<file path="src/rtl/booth_pkg.sv">
// Shared types and constants for the Booth multiplier / accumulator datapath.
package booth_pkg;

    localparam int PROD_W    = 16;  // multiplier product width
    localparam int ACC_W_DEF = 24;  // default accumulator width
    localparam int CNT_W_DEF = 9;   // default term-counter width

    typedef enum logic [1:0] {
        IDLE  = 2'd0,
        ACCUM = 2'd1,
        HOLD  = 2'd2
    } mac_state_t;

endpackage

</file>
<file path="src/rtl/booth_mac_acc_sat_add.sv">
// Signed saturating adder: ACC_W accumulator plus sign-extended TERM_W term.
// One guard bit is enough because the term is narrower than the accumulator.
module sat_add
    import booth_pkg::*;
#(
    parameter int ACC_W  = ACC_W_DEF,
    parameter int TERM_W = PROD_W
) (
    input  logic signed [ACC_W-1:0]  a,
    input  logic signed [TERM_W-1:0] b,
    output logic signed [ACC_W-1:0]  y,
    output logic                     ovf
);

    logic [ACC_W:0] sum;

    // Add at ACC_W+1 bits, then clamp when the guard and sign bits disagree.
    always_comb begin
        sum = {a[ACC_W-1], a} + {{(ACC_W+1-TERM_W){b[TERM_W-1]}}, b};
        ovf = sum[ACC_W] ^ sum[ACC_W-1];
        if (!ovf)
            y = sum[ACC_W-1:0];
        else if (sum[ACC_W])
            y = {1'b1, {(ACC_W-1){1'b0}}};
        else
            y = {1'b0, {(ACC_W-1){1'b1}}};
    end

endmodule

</file>
<file path="src/rtl/booth_mac_acc.sv">
// Streaming frame accumulator behind the Booth multiplier: sums one signed
// product per accepted beat, presents sum/count/saturation at end of frame.
module booth_mac_acc
    import booth_pkg::*;
#(
    parameter int ACC_W = ACC_W_DEF,
    parameter int CNT_W = CNT_W_DEF
) (
    input  logic                     clk,
    input  logic                     rst,
    input  logic                     in_valid,
    output logic                     in_ready,
    input  logic signed [PROD_W-1:0] in_p,
    input  logic                     in_last,
    output logic                     out_valid,
    input  logic                     out_ready,
    output logic signed [ACC_W-1:0]  out_acc,
    output logic [CNT_W-1:0]         out_count,
    output logic                     out_sat
);

    mac_state_t              state;
    logic signed [ACC_W-1:0] acc, base, sum;
    logic [CNT_W-1:0]        cnt, cnt_nxt;
    logic                    sat, ovf, rdy_q, vld_q, take;

    // Ready comes from a register; reset forces it low while asserted.
    assign in_ready = rdy_q & ~rst;
    assign take     = in_valid & in_ready;

    // First term of a frame loads 0 + in_p regardless of accumulator contents.
    assign base    = (state == IDLE) ? '0 : acc;
    assign cnt_nxt = (&cnt) ? cnt : cnt + CNT_W'(1);

    sat_add #(.ACC_W(ACC_W), .TERM_W(PROD_W)) u_add (
        .a   (base),
        .b   (in_p),
        .y   (sum),
        .ovf (ovf)
    );

    // Frame FSM with accumulator, counter, sticky flag and registered handshakes.
    always_ff @(posedge clk) begin
        if (rst) begin
            state <= IDLE;
            acc   <= '0;
            cnt   <= '0;
            sat   <= 1'b0;
            rdy_q <= 1'b1;
            vld_q <= 1'b0;
        end else begin
            case (state)
                IDLE, ACCUM: begin
                    if (take) begin
                        acc <= sum;
                        cnt <= cnt_nxt;
                        sat <= sat | ovf | (&cnt_nxt);
                        if (in_last) begin
                            state <= HOLD;
                            rdy_q <= 1'b0;
                            vld_q <= 1'b1;
                        end else begin
                            state <= ACCUM;
                        end
                    end
                end
                HOLD: begin
                    if (out_ready) begin
                        state <= IDLE;
                        acc   <= '0;
                        cnt   <= '0;
                        sat   <= 1'b0;
                        rdy_q <= 1'b1;
                        vld_q <= 1'b0;
                    end
                end
                default: begin
                    state <= IDLE;
                    rdy_q <= 1'b1;
                    vld_q <= 1'b0;
                end
            endcase
        end
    end

    assign out_valid = vld_q;
    assign out_acc   = acc;
    assign out_count = cnt;
    assign out_sat   = sat;

endmodule

</file>
<file path="config.mk">
export PLATFORM = sky130hd
export DESIGN_NAME = booth_mac_acc
export DESIGN_NICKNAME = d
export VERILOG_FILES = /design/src/rtl/booth_pkg.sv /design/src/rtl/booth_mac_acc_sat_add.sv /design/src/rtl/booth_mac_acc.sv
export SDC_FILE = /design/constraint.sdc
export NUM_CORES = 1
export LEC_CHECK = 0
export BUFFER_PORTS_ARGS = -buffer_cell sky130_fd_sc_hd__buf_2
export CORE_ASPECT_RATIO = 1.25
export CORE_MARGIN = 1.5
export CORE_UTILIZATION = 51
export CTS_CLUSTER_SIZE = 40
export DETAILED_ROUTE_END_ITERATION = 8
export PLACE_DENSITY_LB_ADDON = 0.2
export SYNTH_ARGS = -nofsm -noshare
export SYNTH_HDL_FRONTEND = slang
export SYNTH_SLANG_ARGS = --single-unit
export TNS_END_PERCENT = 100
</file>
<file path="constraint.sdc">
create_clock -name clk -period 3.39 [get_ports clk]
set_input_delay 0.5085 -clock clk [delete_from_list [all_inputs] [get_ports clk]]
set_output_delay 0.5085 -clock clk [all_outputs]
set_load 0.01 [all_outputs]
</file>
Yosys cells after proc, flatten, opt, wreduce, memory -nomap -nowiden:

Cells that the tools add are included.

* register bits: 38
* bits in latches: 0
* RAM bits: 0
* ROM bits: 0
* input port bits: 21
* output and inout port bits: 36
* word-level logic and storage cells: 51
* memories kept: 0

* $add $sub $neg: 2
* multipliers: 0
* divide/modulo/power cells: 0
* order comparisons: 0
* equal/unequal tests: 5
* shift operators: 0
* muxes and demuxes: 24
* bitwise gates (word level): 6
* reduce and logical (&&, ||, !) cells: 8

Operators with widths (count)
* two-way mux 24 bit: 5
* case mux 24 bit (2 select lines): 1
* two-way mux 9 bit: 3
* adder 24 x 16 -> 25 bit: 1
* case mux 9 bit (2 select lines): 1
* AND reduction 9 bit: 2
* adder 9 x 1 -> 9 bit, second input constant: 1
* two-way mux 1 bit: 7
* two-way mux 2 bit: 3
* inequality test 2 bit, second input constant: 3
* case mux 1 bit (2 select lines): 3
* AND reduction 3 bit: 2
* case mux 2 bit (2 select lines): 1
* bitwise AND 1 bit: 2
* equality test 2 x 1 -> 1 bit, second input constant: 1
* equality test 2 bit, second input constant: 1
* logical NOT 2 bit: 1
* OR 1 bit: 2
* AND reduction 2 bit: 1
* nonzero test 2 bit: 1
* OR reduction 2 bit: 1
* inverter 1 bit: 1
* XOR 1 bit: 1

Depth between registers and ports, before layout:

* word-level depth: 8
* gate-level depth with buffers: 15
* mapped depth without buffers: 12

Modules after synthesis:

From an unflattened synthesis, not the netlist that was laid out.

* cells, all modules: 483
* area total of the unflattened synthesis: 3552.2 um^2

By module, submodules not included
* sat_add: times used 1, cells each 283, area each 1836.8 um^2, seq. area each 0.0 um^2
* booth_mac_acc: times used 1, cells each 200, area each 1715.4 um^2, seq. area each 760.7 um^2

Worst setup path after synthesis:

No wires, ideal clock.

* kind: register to register
* start: register state[1]
* end: register acc[16] (netlist: out_acc[16])
* library setup time: 0.122 ns
* data arrival time: 3.403 ns
* data required time: 3.268 ns
* path slack: -0.134 ns
* cell stages (with the launch flop): 16
* path buffers: 3
* clock period less this slack: 3.524 ns
* cell sequence: dfxtp_1 clkbuf_1 nor2_1 clkbuf_1 nor2b_1 ha_1 fa_1 a21o_1 a221oi_2 o21ai_1 and3_1 nor2_1 a21o_1 a21oi_2 buf_6 a221o_1

* cells in the longest elaborated chain, start to end: 7
* elaborated cells on any way between the ends: 15
* classes of those cells: add/sub (1); eq/ne (4); mux (5); bitwise (1); reduce/logical (4)

RTL lines
* start: declaration: line booth_mac_acc.sv:22 `mac_state_t state;`
* start signal: assignment: line booth_mac_acc.sv:45 `state <= IDLE;`
* start signal: assignment: line booth_mac_acc.sv:59 `state <= HOLD;`
* start signal: assignment: line booth_mac_acc.sv:63 `state <= ACCUM;`
* logical NOT 2 bit: line booth_mac_acc.sv:32, booth_mac_acc.sv:52
* two-way mux 24 bit: line booth_mac_acc.sv:32 `assign base = (state == IDLE) ? '0 : acc;`
* adder 24 x 16 -> 25 bit: line booth_mac_acc_sat_add.sv:19 `sum = {a[ACC_W-1], a} + {{(ACC_W+1-TERM_W){b[TERM_W-1]}}, b};`
* two-way mux 24 bit / XOR 1 bit (equally long branches): line booth_mac_acc_sat_add.sv:23, booth_mac_acc_sat_add.sv:20
* two-way mux 24 bit: line booth_mac_acc_sat_add.sv:21 `if (!ovf)`
* two-way mux 24 bit: line booth_mac_acc.sv:54 `if (take) begin`
* case mux 24 bit (2 select lines): line booth_mac_acc.sv:52 `case (state)`
* end signal: assignment: line booth_mac_acc.sv:55 `acc <= sum;`
* end: declaration: line booth_mac_acc.sv:23 `logic signed [ACC_W-1:0] acc, base, sum;`

Several ways; a longest one is shown, not always the timed one. The select of a mux whose other input is x is not followed.
A chain may end at the register's enable or synchronous reset.

Worst setup path in the final report:

* start: register state[1]
* end: register acc[3] (netlist: out_acc[3])

Same word-level chain as after synthesis.

==> impl_metrics.py <==
metrics = {
    "outcome": {
        "outcome": "finished clean",
    },
    "logic_synthesis": {
        "ys_seq_elements": 38,
        "ys_types": 56,
        "synth_warnings": 0,
        "yosysMostFrequentCell": "dfxtp_1",
        "synth_edf_count": 0,
        "async_flop_share_pct": 0,
        "synth_top_area_share_pct": 25.7,
        "ys_seq_area_share_pct": 25.7,
        "synth_top_cells_by_count": "dfxtp_1 (38), a21oi_1 (31), nor2_1 (31), nor2b_1 (26), ha_1 (25)",
        "synth_nets": 404,
        "synth_cells": 357,
        "ys.flop_type": "dfxtp_1",
        "synth_area_um2": 2960,
        "avgSynthCellArea_um2": 8.30,
        "synth_top_cell_by_area": "dfxtp_1",
        "yosys-top-cells-area": "dfxtp_1 (26%), ha_1 (11%), a221o_1 (7.4%)",
    },
    "die": {
        "die-area_um2": 6280,
        "core_um2": 5520,
        "rows": 30,
        "die-width_um": 71.2,
        "chipHeight_um": 88.2,
        "start_util_pct": 53.7,
        "ios": 57,
    },
    "route": {
        "drc": 0,
        "wl_mm": 7.66,
        "vias": 2986,
        "via_per_inst": 6.20,
        "antenna_left": 0,
        "wl_per_cell_um": 15.9,
        "drt_pass1_iterations": 4,
        "drtIter0Drc": 134,
    },
    "timing": {
        "clock_skew_ns": 0.00511,
        "maxSlewHeadroom_pct": 66.6,
        "setup_viol": 0,
        "grt_setup_unrepaired": "false",
        "setup_slack_ns": 0.203,
        "max_clock_freq_mhz": 314,
        "worstMarginPinSlew_ns": 0.496,
        "post-route-period-util_pct": 94.0,
        "period_minus_slack_ns": 3.19,
        "fin_tns_setup_ns": 0,
        "maxSlewViolCount": 0,
        "hold_viol_final": 0,
    },
    "critical_path": {
        "cp-end-kind": "register",
        "cp_max_fo": 21,
        "slowest_delay_ns": 0.44,
        "arrival_ns": 3.37,
        "cp_data_required_time_ns": 3.58,
        "crit_slowest_cell": "or4_4",
        "r2r_cells": 13,
        "worst-r2r-setup-slack_ns": 0.20,
        "crit_chain": "nor2_4, buf_6, nor2b_1, ha_1, a21o_1, o21bai_4, o311ai_4, o21ai_2, or4_4, nand3_4, a21oi_2, buf_4, a221o_1",
        "worstSetupStartpointType": "register",
        "crit_type": "register to register",
    },
    "placement": {
        "dpl.hpwl_mm": 5.62,
        "globalplace.congestion": 0.877,
        "port_buffers": 56,
        "place_ws_ns": 0.148,
    },
    "global_route": {
        "grt_max_degree": 24,
        "grt_use_total_pct": 25.6,
        "antenna_found_initial": 0,
        "grt_pass1_wl_mm": 13.1,
        "overflow": 0,
        "grt_pass1_vias": 2860,
    },
    "clock_network": {
        "clock_latency_ns": 0.30,
        "cts_root_buf": "clkbuf_8",
        "max-clock-path-buffers": 2,
        "cts_tree": "yes",
        "path_clk_slew_ns": 0.08,
        "cts-buffers-inserted": 5,
        "cts_max_level": 2,
        "cts.sinks": 38,
    },
    "pwr": {
        "powerDensity_nw_per_um2": 394,
        "ir_drop_v": 0.000290,
        "p_leak_nw": 1.57,
    },
    "hold_path": {
        "hold_class": "register to register",
        "holdPathStages": 1,
    },
    "finish": {
        "drive_gt1_share_pct": 22.5,
        "area_growth_pct": 18.8,
        "diodes": 0,
        "nets": 464,
    },
    "job": {
        "drv_cap": 0,
    },
}
area by class of cell:
cell class	instances	area, um^2
clock buffer	6	82.6
clock inverter	2	60.1
fill	499	2000
inverter	5	18.8
multi-input combinational	295	2110
sequential	38	761
tap	64	80.1
timing repair buffer	72	408
final timing paths:
check,start,to
worst min register to register,out_acc[14],out_acc[14]
worst max register to register,state[1],out_acc[3]
worst max-delay path,state[1],out_acc[3]
worst min-delay path,out_acc[14],out_acc[14]
cell usage in the layout (no fill, tap or decap), types with 4 or more instances in the layout:
cell type  synthesis  routed
buf_2              2      56
dfxtp_1           38      38
a21oi_1           31      31
nor2_1            31      30
nor2b_1           26      25
ha_1              25      25
nand2_1           23      23
a221o_1           22      22
xnor2_1           14      14
buf_4              0      14
o21ai_0           11      11
o21ai_1           10      10
nand4_1            9       9
a21o_1             7       7
nand3_1            7       7
xor2_1             7       7
clkbuf_8           0       6
and3_1             5       5
nor3_1             6       5
a22oi_1            5       5
inv_1              5       5
a211oi_1           4       4
power by group:
group	internal, mW	leakage (nW)	switching (mW)
combinational	0.171	1.19	0.214
clock	0.314	0.0714	0.173
sequential	0.484	0.310	0.0292
total	0.970	1.57	0.417
worst max-delay path: cells and delay by family (launching register included):
family,cells,cell delay [ns]
buf+inv,2,0.39
compound gates,6,1.22
fa+ha+maj,1,0.32
simple gates,4,0.79
flops,1,0.34
logic make-up (layout without fill, tap and decap cells):
group / Yosys count / after routing / synth area share [%]
simple gates: 121 / 121 / 21.1
xor+xnor: 21 / 21 / 6.21
fa+ha+maj: 26 / 26 / 11.2
compound gates: 124 / 124 / 31.1
flops: 38 / 38 / 25.7
mux: 3 / 3 / 1.01
buf+inv: 24 / 85 / 3.63
routing by layer:
| layer | GRT usage, % | share of wire [%] | vias to the layer above |
|---|---|---|---|
| met5 | 0 | 0 | - |
| met4 | 9.78 | 2.2 | 0 |
| met3 | 3.22 | 3.6 | 15 |
| met2 | 46.5 | 52 | 78 |
| met1 | 30.4 | 43 | 1407 |
| li1 | - | - | 1486 |
repair_timing:
action	in CTS	in global routing
gates resized for setup	0	4
setup buffers	0	0
hold buffers	0	0
setup endpoints to repair	0	17
registers in the layout, indices dropped and copies added (netlist names):
| name | flops |
|---|---|
| rdy_q | 1 |
| state | 2 |
| out_acc | 24 |
| out_valid | 1 |
| out_sat | 1 |
| out_count | 9 |
metrics by stage:
| step | area (um^2) | power, mW | cells | utilization (%) | hold WS (ns) |
|---|---|---|---|---|---|
| after global placement | 3360 | 0.895 | 474 | 60.9 | 0.482 |
| after detailed placement | 3360 | 0.902 | 474 | 60.9 | 0.491 |
| after floorplan | 2970 | 0.782 | 357 | - | 0.518 |
| after CTS | 3500 | 1.39 | 482 | 63.5 | 0.512 |
| after global routing | 3520 | 1.46 | 482 | 63.8 | 0.531 |
| final | 3520 | 1.39 | 482 | 63.8 | 0.509 |
Note: power is estimated with default switching activity, not from simulation.
